===== src/rtl/mux_pkg.sv =====
// Shared definitions for the mux_scan block.
//   state_t : controller state encoding (IDLE / MANUAL / SCAN)
//   clog2   : ceiling log2, used to size channel indices and counters
package mux_pkg;

  typedef enum logic [1:0] {
    IDLE   = 2'd0,
    MANUAL = 2'd1,
    SCAN   = 2'd2
  } state_t;

  // Ceiling log2; clog2(1) = 0, clog2(2) = 1, clog2(5) = 3, clog2(256) = 8.
  function automatic int unsigned clog2(input int unsigned value);
    int unsigned width;
    width = 0;
    for (int unsigned v = value - 1; v > 0; v = v >> 1) begin
      width = width + 1;
    end
    return width;
  endfunction

endpackage


===== src/rtl/scan_counter.sv =====
// Scan position tracker: dwell counter plus current scan channel.
//   clk, rst_n : clock, asynchronous active-low reset
//   load       : restart the scan at load_val with the dwell count cleared
//   load_val   : start channel, already range-checked by the caller
//   run        : take one scan sample this edge (advance dwell / channel)
//   ch         : channel sampled on this edge (the position after the update)
//   wrap       : this edge moves the scan from CHANNELS-1 back to 0
// ch and wrap are combinational views of the next position so the caller can
// register the matching sample on the same edge the position updates.
module scan_counter
  import mux_pkg::*;
#(
  parameter int unsigned  CHANNELS = 8,
  parameter int unsigned  DWELL    = 4,
  localparam int unsigned SELW     = clog2(CHANNELS)
) (
  input  logic            clk,
  input  logic            rst_n,
  input  logic            load,
  input  logic [SELW-1:0] load_val,
  input  logic            run,
  output logic [SELW-1:0] ch,
  output logic            wrap
);

  localparam int unsigned     DW      = (DWELL > 1) ? clog2(DWELL) : 1;
  localparam logic [SELW-1:0] CH_LAST = SELW'(CHANNELS - 1);
  localparam logic [DW-1:0]   DW_LAST = DW'(DWELL - 1);

  logic [SELW-1:0] ch_q;
  logic [SELW-1:0] ch_d;
  logic [DW-1:0]   dwell_q;
  logic [DW-1:0]   dwell_d;

  always_comb begin
    ch_d    = ch_q;
    dwell_d = dwell_q;
    wrap    = 1'b0;
    if (load) begin
      ch_d    = load_val;
      dwell_d = '0;
    end else if (run) begin
      if (dwell_q == DW_LAST) begin
        dwell_d = '0;
        // Wrap explicitly at CHANNELS-1 so non-power-of-2 counts never visit
        // the unused indices.
        if (ch_q == CH_LAST) begin
          ch_d = '0;
          wrap = 1'b1;
        end else begin
          ch_d = ch_q + 1'b1;
        end
      end else begin
        dwell_d = dwell_q + 1'b1;
      end
    end
  end

  assign ch = ch_d;

  always_ff @(posedge clk or negedge rst_n) begin
    if (!rst_n) begin
      ch_q    <= '0;
      dwell_q <= '0;
    end else begin
      ch_q    <= ch_d;
      dwell_q <= dwell_d;
    end
  end

endmodule


===== src/rtl/mux_scan.sv =====
// Registered channel multiplexer with manual select and automatic scan.
//   clk, rst_n : clock, asynchronous active-low reset
//   in         : CHANNELS packed channels, channel k at [k*WIDTH +: WIDTH]
//   sel        : manual channel select / scan start channel
//   mode       : 0 = manual, 1 = auto-scan
//   en         : global enable (0 parks the block in IDLE)
//   out        : registered sample
//   out_ch     : channel that produced out
//   out_valid  : out/out_ch carry a fresh sample
//   wrap       : one-cycle pulse on the first sample of channel 0 after a wrap
//   sel_err    : manual select pointed past the last channel
module mux_scan
  import mux_pkg::*;
#(
  parameter int unsigned  WIDTH    = 8,
  parameter int unsigned  CHANNELS = 8,
  parameter int unsigned  DWELL    = 4,
  localparam int unsigned SELW     = clog2(CHANNELS)
) (
  input  logic                      clk,
  input  logic                      rst_n,
  input  logic [CHANNELS*WIDTH-1:0] in,
  input  logic [SELW-1:0]           sel,
  input  logic                      mode,
  input  logic                      en,
  output logic [WIDTH-1:0]          out,
  output logic [SELW-1:0]           out_ch,
  output logic                      out_valid,
  output logic                      wrap,
  output logic                      sel_err
);

  localparam int unsigned SLOTS = 1 << SELW;

  // Channel table padded to the full index range; sel_ok_map flags which
  // indices are real channels, avoiding a range compare on sel.
  logic [WIDTH-1:0] chan [SLOTS];
  logic [SLOTS-1:0] sel_ok_map;

  for (genvar k = 0; k < SLOTS; k++) begin : g_chan
    if (k < CHANNELS) begin : g_used
      assign chan[k]       = in[k*WIDTH +: WIDTH];
      assign sel_ok_map[k] = 1'b1;
    end else begin : g_pad
      assign chan[k]       = '0;
      assign sel_ok_map[k] = 1'b0;
    end
  end

  state_t          state;
  state_t          nstate;
  logic            resume_ok;
  logic            sel_ok;
  logic [SELW-1:0] load_val;
  logic            load;
  logic            run;
  logic [SELW-1:0] scan_ch;
  logic            scan_wrap;

  // Outputs are registered according to the state being entered on this
  // edge, so a mode/enable change takes effect on the very next sample.
  always_comb begin
    nstate = IDLE;
    if (en) begin
      nstate = mode ? SCAN : MANUAL;
    end
  end

  assign sel_ok   = sel_ok_map[sel];
  assign load_val = sel_ok ? sel : '0;
  assign run      = (nstate == SCAN);
  // resume_ok survives an enable pause with mode held at 1; any cycle with
  // mode=0 (or a reset) forces the next scan entry to reload from sel.
  assign load     = run && (state != SCAN) && !resume_ok;

  scan_counter #(
    .CHANNELS (CHANNELS),
    .DWELL    (DWELL)
  ) u_scan_counter (
    .clk      (clk),
    .rst_n    (rst_n),
    .load     (load),
    .load_val (load_val),
    .run      (run),
    .ch       (scan_ch),
    .wrap     (scan_wrap)
  );

  always_ff @(posedge clk or negedge rst_n) begin
    if (!rst_n) begin
      state     <= IDLE;
      resume_ok <= 1'b0;
      out       <= '0;
      out_ch    <= '0;
      out_valid <= 1'b0;
      wrap      <= 1'b0;
      sel_err   <= 1'b0;
    end else begin
      state <= nstate;

      if (!mode) begin
        resume_ok <= 1'b0;
      end else if (run) begin
        resume_ok <= 1'b1;
      end

      unique case (nstate)
        MANUAL: begin
          wrap <= 1'b0;
          if (sel_ok) begin
            out       <= chan[sel];
            out_ch    <= sel;
            out_valid <= 1'b1;
            sel_err   <= 1'b0;
          end else begin
            out       <= '0;
            out_valid <= 1'b0;
            sel_err   <= 1'b1;
          end
        end
        SCAN: begin
          out       <= chan[scan_ch];
          out_ch    <= scan_ch;
          out_valid <= 1'b1;
          wrap      <= scan_wrap;
          sel_err   <= 1'b0;
        end
        default: begin
          out_valid <= 1'b0;
          wrap      <= 1'b0;
          sel_err   <= 1'b0;
        end
      endcase
    end
  end

endmodule


===== config.mk =====
export PLATFORM = sky130hd
export DESIGN_NAME = mux_scan
export DESIGN_NICKNAME = d
export VERILOG_FILES = /design/src/rtl/mux_pkg.sv /design/src/rtl/scan_counter.sv /design/src/rtl/mux_scan.sv
export SDC_FILE = /design/constraint.sdc
export NUM_CORES = 1
export LEC_CHECK = 0
export BUFFER_PORTS_ARGS = -buffer_cell sky130_fd_sc_hd__buf_2
export CORE_MARGIN = 1.5
export CORE_UTILIZATION = 35
export CTS_BUF_LIST = sky130_fd_sc_hd__clkbuf_8
export DETAILED_ROUTE_END_ITERATION = 8
export GPL_ROUTABILITY_DRIVEN = 1
export PLACE_DENSITY = 0.68
export SLEW_MARGIN = 25
export SYNTH_ARGS = -nofsm -noshare
export SYNTH_HDL_FRONTEND = slang
export SYNTH_SLANG_ARGS = --single-unit

===== constraint.sdc =====
create_clock -name clk -period 3.15 [get_ports clk]
set_input_delay 0 -clock clk [delete_from_list [all_inputs] [get_ports clk]]
set_output_delay 0 -clock clk [all_outputs]
set_load 0.01 [all_outputs]

==> impl_metrics.csv <==
group,metric,value,unit
run_status,status,"finished, final reports clean",
sta,setup_viol,0,
flow_run,drv_cap,0,
power_and_ir_drop,p_sw,0.493,mW
power_and_ir_drop,power.share.switching,0.405,
clock_network,cts_tree,"built",
clock_network,cts_root_buf,"clkbuf_8",
detailed_routing,wirelength,5880,µm
power_and_ir_drop,power_frac_seq,0.313,
grt,grt_max_degree,22,
sta,relSlewSlack,0.649,
placed_design,dp_hpwl,4430,µm
sta,clock.fmax,361,MHz
grt,antenna_found_initial,0,
floorplanning,die-area,6410,µm²
cells_and_area,mostFrequentLayoutCell,"buf_2",
critical_path,crit_slowest_cell,"or4_1",
detailed_routing,wl_per_cell,17.0,µm
critical_path,cp.required,3.30,ns
detailed_routing,avgViaCountPerCell,5.71,
clock_network,cts_resized,0,
cells_and_area,nets,349,
cells_and_area,final-instance-count-excl-fill,346,
grt,gr-total-overflow,0,
sta,setup_tns,0,ns
detailed_routing,drtIter0Drc,140,
clock_network,cts_buffers,3,
critical_path,cp-end-kind,"flip-flop",
power_and_ir_drop,pwr_density_cell,477,nW/µm²
cells_and_area,mostFrequentLayoutCells,"buf_2 (83), mux2i_1 (27), dfrtp_1 (21)",
cells_and_area,layout-drive-gt1-share,0.449,
critical_path,critical_path_arrival,2.91,ns
cells_and_area,num-fill-cells,564,
clock_network,clk_pin_slew_worst_paths,0.08,ns
cells_and_area,area_growth,22.6,%
cells_and_area,n_antenna_cell,0,
sta,post-route-min-period,2.77,ns
floorplanning,die_x,80.1,µm
clock_network,cts.path.max_buffers,2,
floorplanning,coreArea,5610,µm²
detailed_routing,drc_errors,0,
sta,fin_crit_sh,0.879,
floorplanning,io_pins,85,
critical_path,path_class,"flip-flop to flip-flop",
critical_path,crit_fanout,21,
critical_path,crit_chain,"ha_1, nand3_2, mux2_4, a21oi_4, buf_4, mux2i_1, nor3_1, or4_1",
sta,final_max_slew_viol_count,0,
sta,finalClockSkew,0.00113,ns
synth,yosysWarningCount,0,
synth,synthCells,202,
sta,final_hold_viol_count,0,
clock_network,cts.sinks,21,
detailed_routing,drtPass1Iterations,4,
clock_network,post-cts-setup-buffer-count,0,
power_and_ir_drop,p_leak,1.22,nW
clock_network,htree_levels,1,
floorplanning,rows,27,
power_and_ir_drop,peakVddDrop,233,µV
sta,rsz0062_at_grt,"false",
placed_design,place.gp.congestion,0.838,
detailed_routing,route.vias.total,1974,
floorplanning,initial_core_util,0.371,
power_and_ir_drop,p_int,0.723,mW
synth,syn_area,2080,µm²
min_path,min_path_type,"input port to flip-flop",
synth,synth_nets,276,
synth,syn_area_per_cell,10.3,µm²
detailed_routing,antenna_left,0,
placed_design,io_buffers,83,
grt,grtUsageTotal,0.187,
grt,grt_pass1_wl,9290,µm
synth,synth-seq-cells,21,
placed_design,dp.cells,341,
power_and_ir_drop,comb_power_share,0.532,
synth,ys_types,43,
clock_network,clk_latency,0.27,ns
grt,first_global_vias,1951,
sta,worst_pin_slew,0.524,ns
critical_path,cpPeakStageDelay,0.47,ns
synth,ys_seq_area_frac,0.253,
power_and_ir_drop,clkPwrFrac,0.155,
floorplanning,fp.dieH,80.1,µm
critical_path,startpoint_type,"flip-flop",
## power groups by stage
| stage | registers [mW] | clock network (mW) | logic (mW) |
|---|---|---|---|
| floorplan | 0.400 | 0 | 0.450 |
| global placement | 0.384 | 0 | 0.635 |
| detailed placement | 0.387 | 0 | 0.643 |
| CTS | 0.381 | 0.195 | 0.648 |
| global route | 0.389 | 0.202 | 0.714 |
| finish | 0.380 | 0.188 | 0.647 |
## sequential cells by signal, summed over array words and instances, names as in the netlist
signal                  flops
out                         8
out_ch                      3
u_scan_counter.ch_q         3
state                       2
u_scan_counter.dwell_q      2
out_valid                   1
resume_ok                   1
wrap                        1
## synth_stat cells, drive strengths merged
library cell   n  area share
o221a          3       0.016
o2bb2ai        5       0.021
nand2b         1      0.0030
nand3          1      0.0048
nand2         21       0.042
and3           3      0.0090
or2            1      0.0030
a21o           1      0.0036
nor3          11       0.026
a21oi          9       0.027
mux4          16        0.17
clkbuf         8       0.014
nor4           1      0.0030
inv           10       0.019
nor3b          1      0.0060
o21ai          2      0.0048
o221ai         3       0.013
o21a           1      0.0036
o2111ai        3       0.013
or3            1      0.0030
conb           1      0.0018
a211oi        10       0.046
ha             3       0.018
a22oi          3       0.011
dfrtp         21        0.25
a311oi         5       0.021
nor2           7       0.013
buf           11       0.042
nor2b          2      0.0060
mux2           2       0.013
nand3b         1      0.0036
mux2i         28        0.14
a221o          1      0.0048
or4            5       0.018
## worst max-delay path: cells and delay by family, from the launching register on
kind            cells  cell delay, ns
simple gates        3            0.66
mux                 2            0.61
flops               1            0.40
buf+inv             1            0.38
compound gates      1            0.33
fa+ha+maj           1            0.26
## final timing paths
check | start | end | slack, ns | depth (start not counted)
setup / recovery | u_scan_counter.dwell_q[0] | out[2] | 0.38 | 8
hold / removal | en | out_valid | 0.05 | 1
setup reg to reg | u_scan_counter.dwell_q[0] | out[2] | 0.38 | 8
hold reg to reg | resume_ok | resume_ok | 0.52 | 1
max in group asynchronous | rst_n | wrap | 2.58 | 2
min in group asynchronous | rst_n | out[6] | 0.22 | 2
## metrics by stage
stage	setup slack [ns]	power [mW]	util	instance area, µm²	hold WS [ns]
2_1_floorplan	0.715	0.849	-	2080	-0.296
3_3_place_gp	0.502	1.02	0.444	2490	-0.00195
3_5_place_dp	0.402	1.03	0.444	2490	0.00153
4_1_cts	0.393	1.22	0.454	2550	0.0382
5_1_grt	0.278	1.30	0.454	2550	0.0595
6_report	0.380	1.22	0.454	2550	0.0460
## logic make-up after synthesis
family	after synthesis	synth area share
AOI/OAI and AO/OA	46	0.184
adders and majority gates	3	0.0181
buffers and inverters	29	0.0759
DFF	21	0.253
muxes	46	0.327
other	1	0.00180
and+or+nand+nor	56	0.140
## final cells by class
cell class              instances  area (µm²)  share of cell area
multi-input cells             152        1400               0.548
flip-flops and latches         21         526               0.206
repair buffers                 87         448               0.176
well taps                      72        90.1              0.0354
clock buffers                   3        41.3              0.0162
inverters                      10        40.0              0.0157
clock inverters                 1        7.51             0.00295
## routing by layer
layer / share of wire / routed length [µm] / track usage / up-vias
li1: - / - / - / 932
met1: 0.42 / 2480 / 0.247 / 947
met2: 0.49 / 2880 / 0.311 / 88
met3: 0.075 / 442 / 0.0273 / 7
met4: 0.013 / 74 / 0.0638 / 0
met5: 0 / 0 / 0 / -
## what timing repair did
item,4_1_cts,5_1_grt
hold buffers,1,0
endpoints found under the setup margin,0,0
hold endpoints to repair,21,0
(Power assumes the default switching activity.)
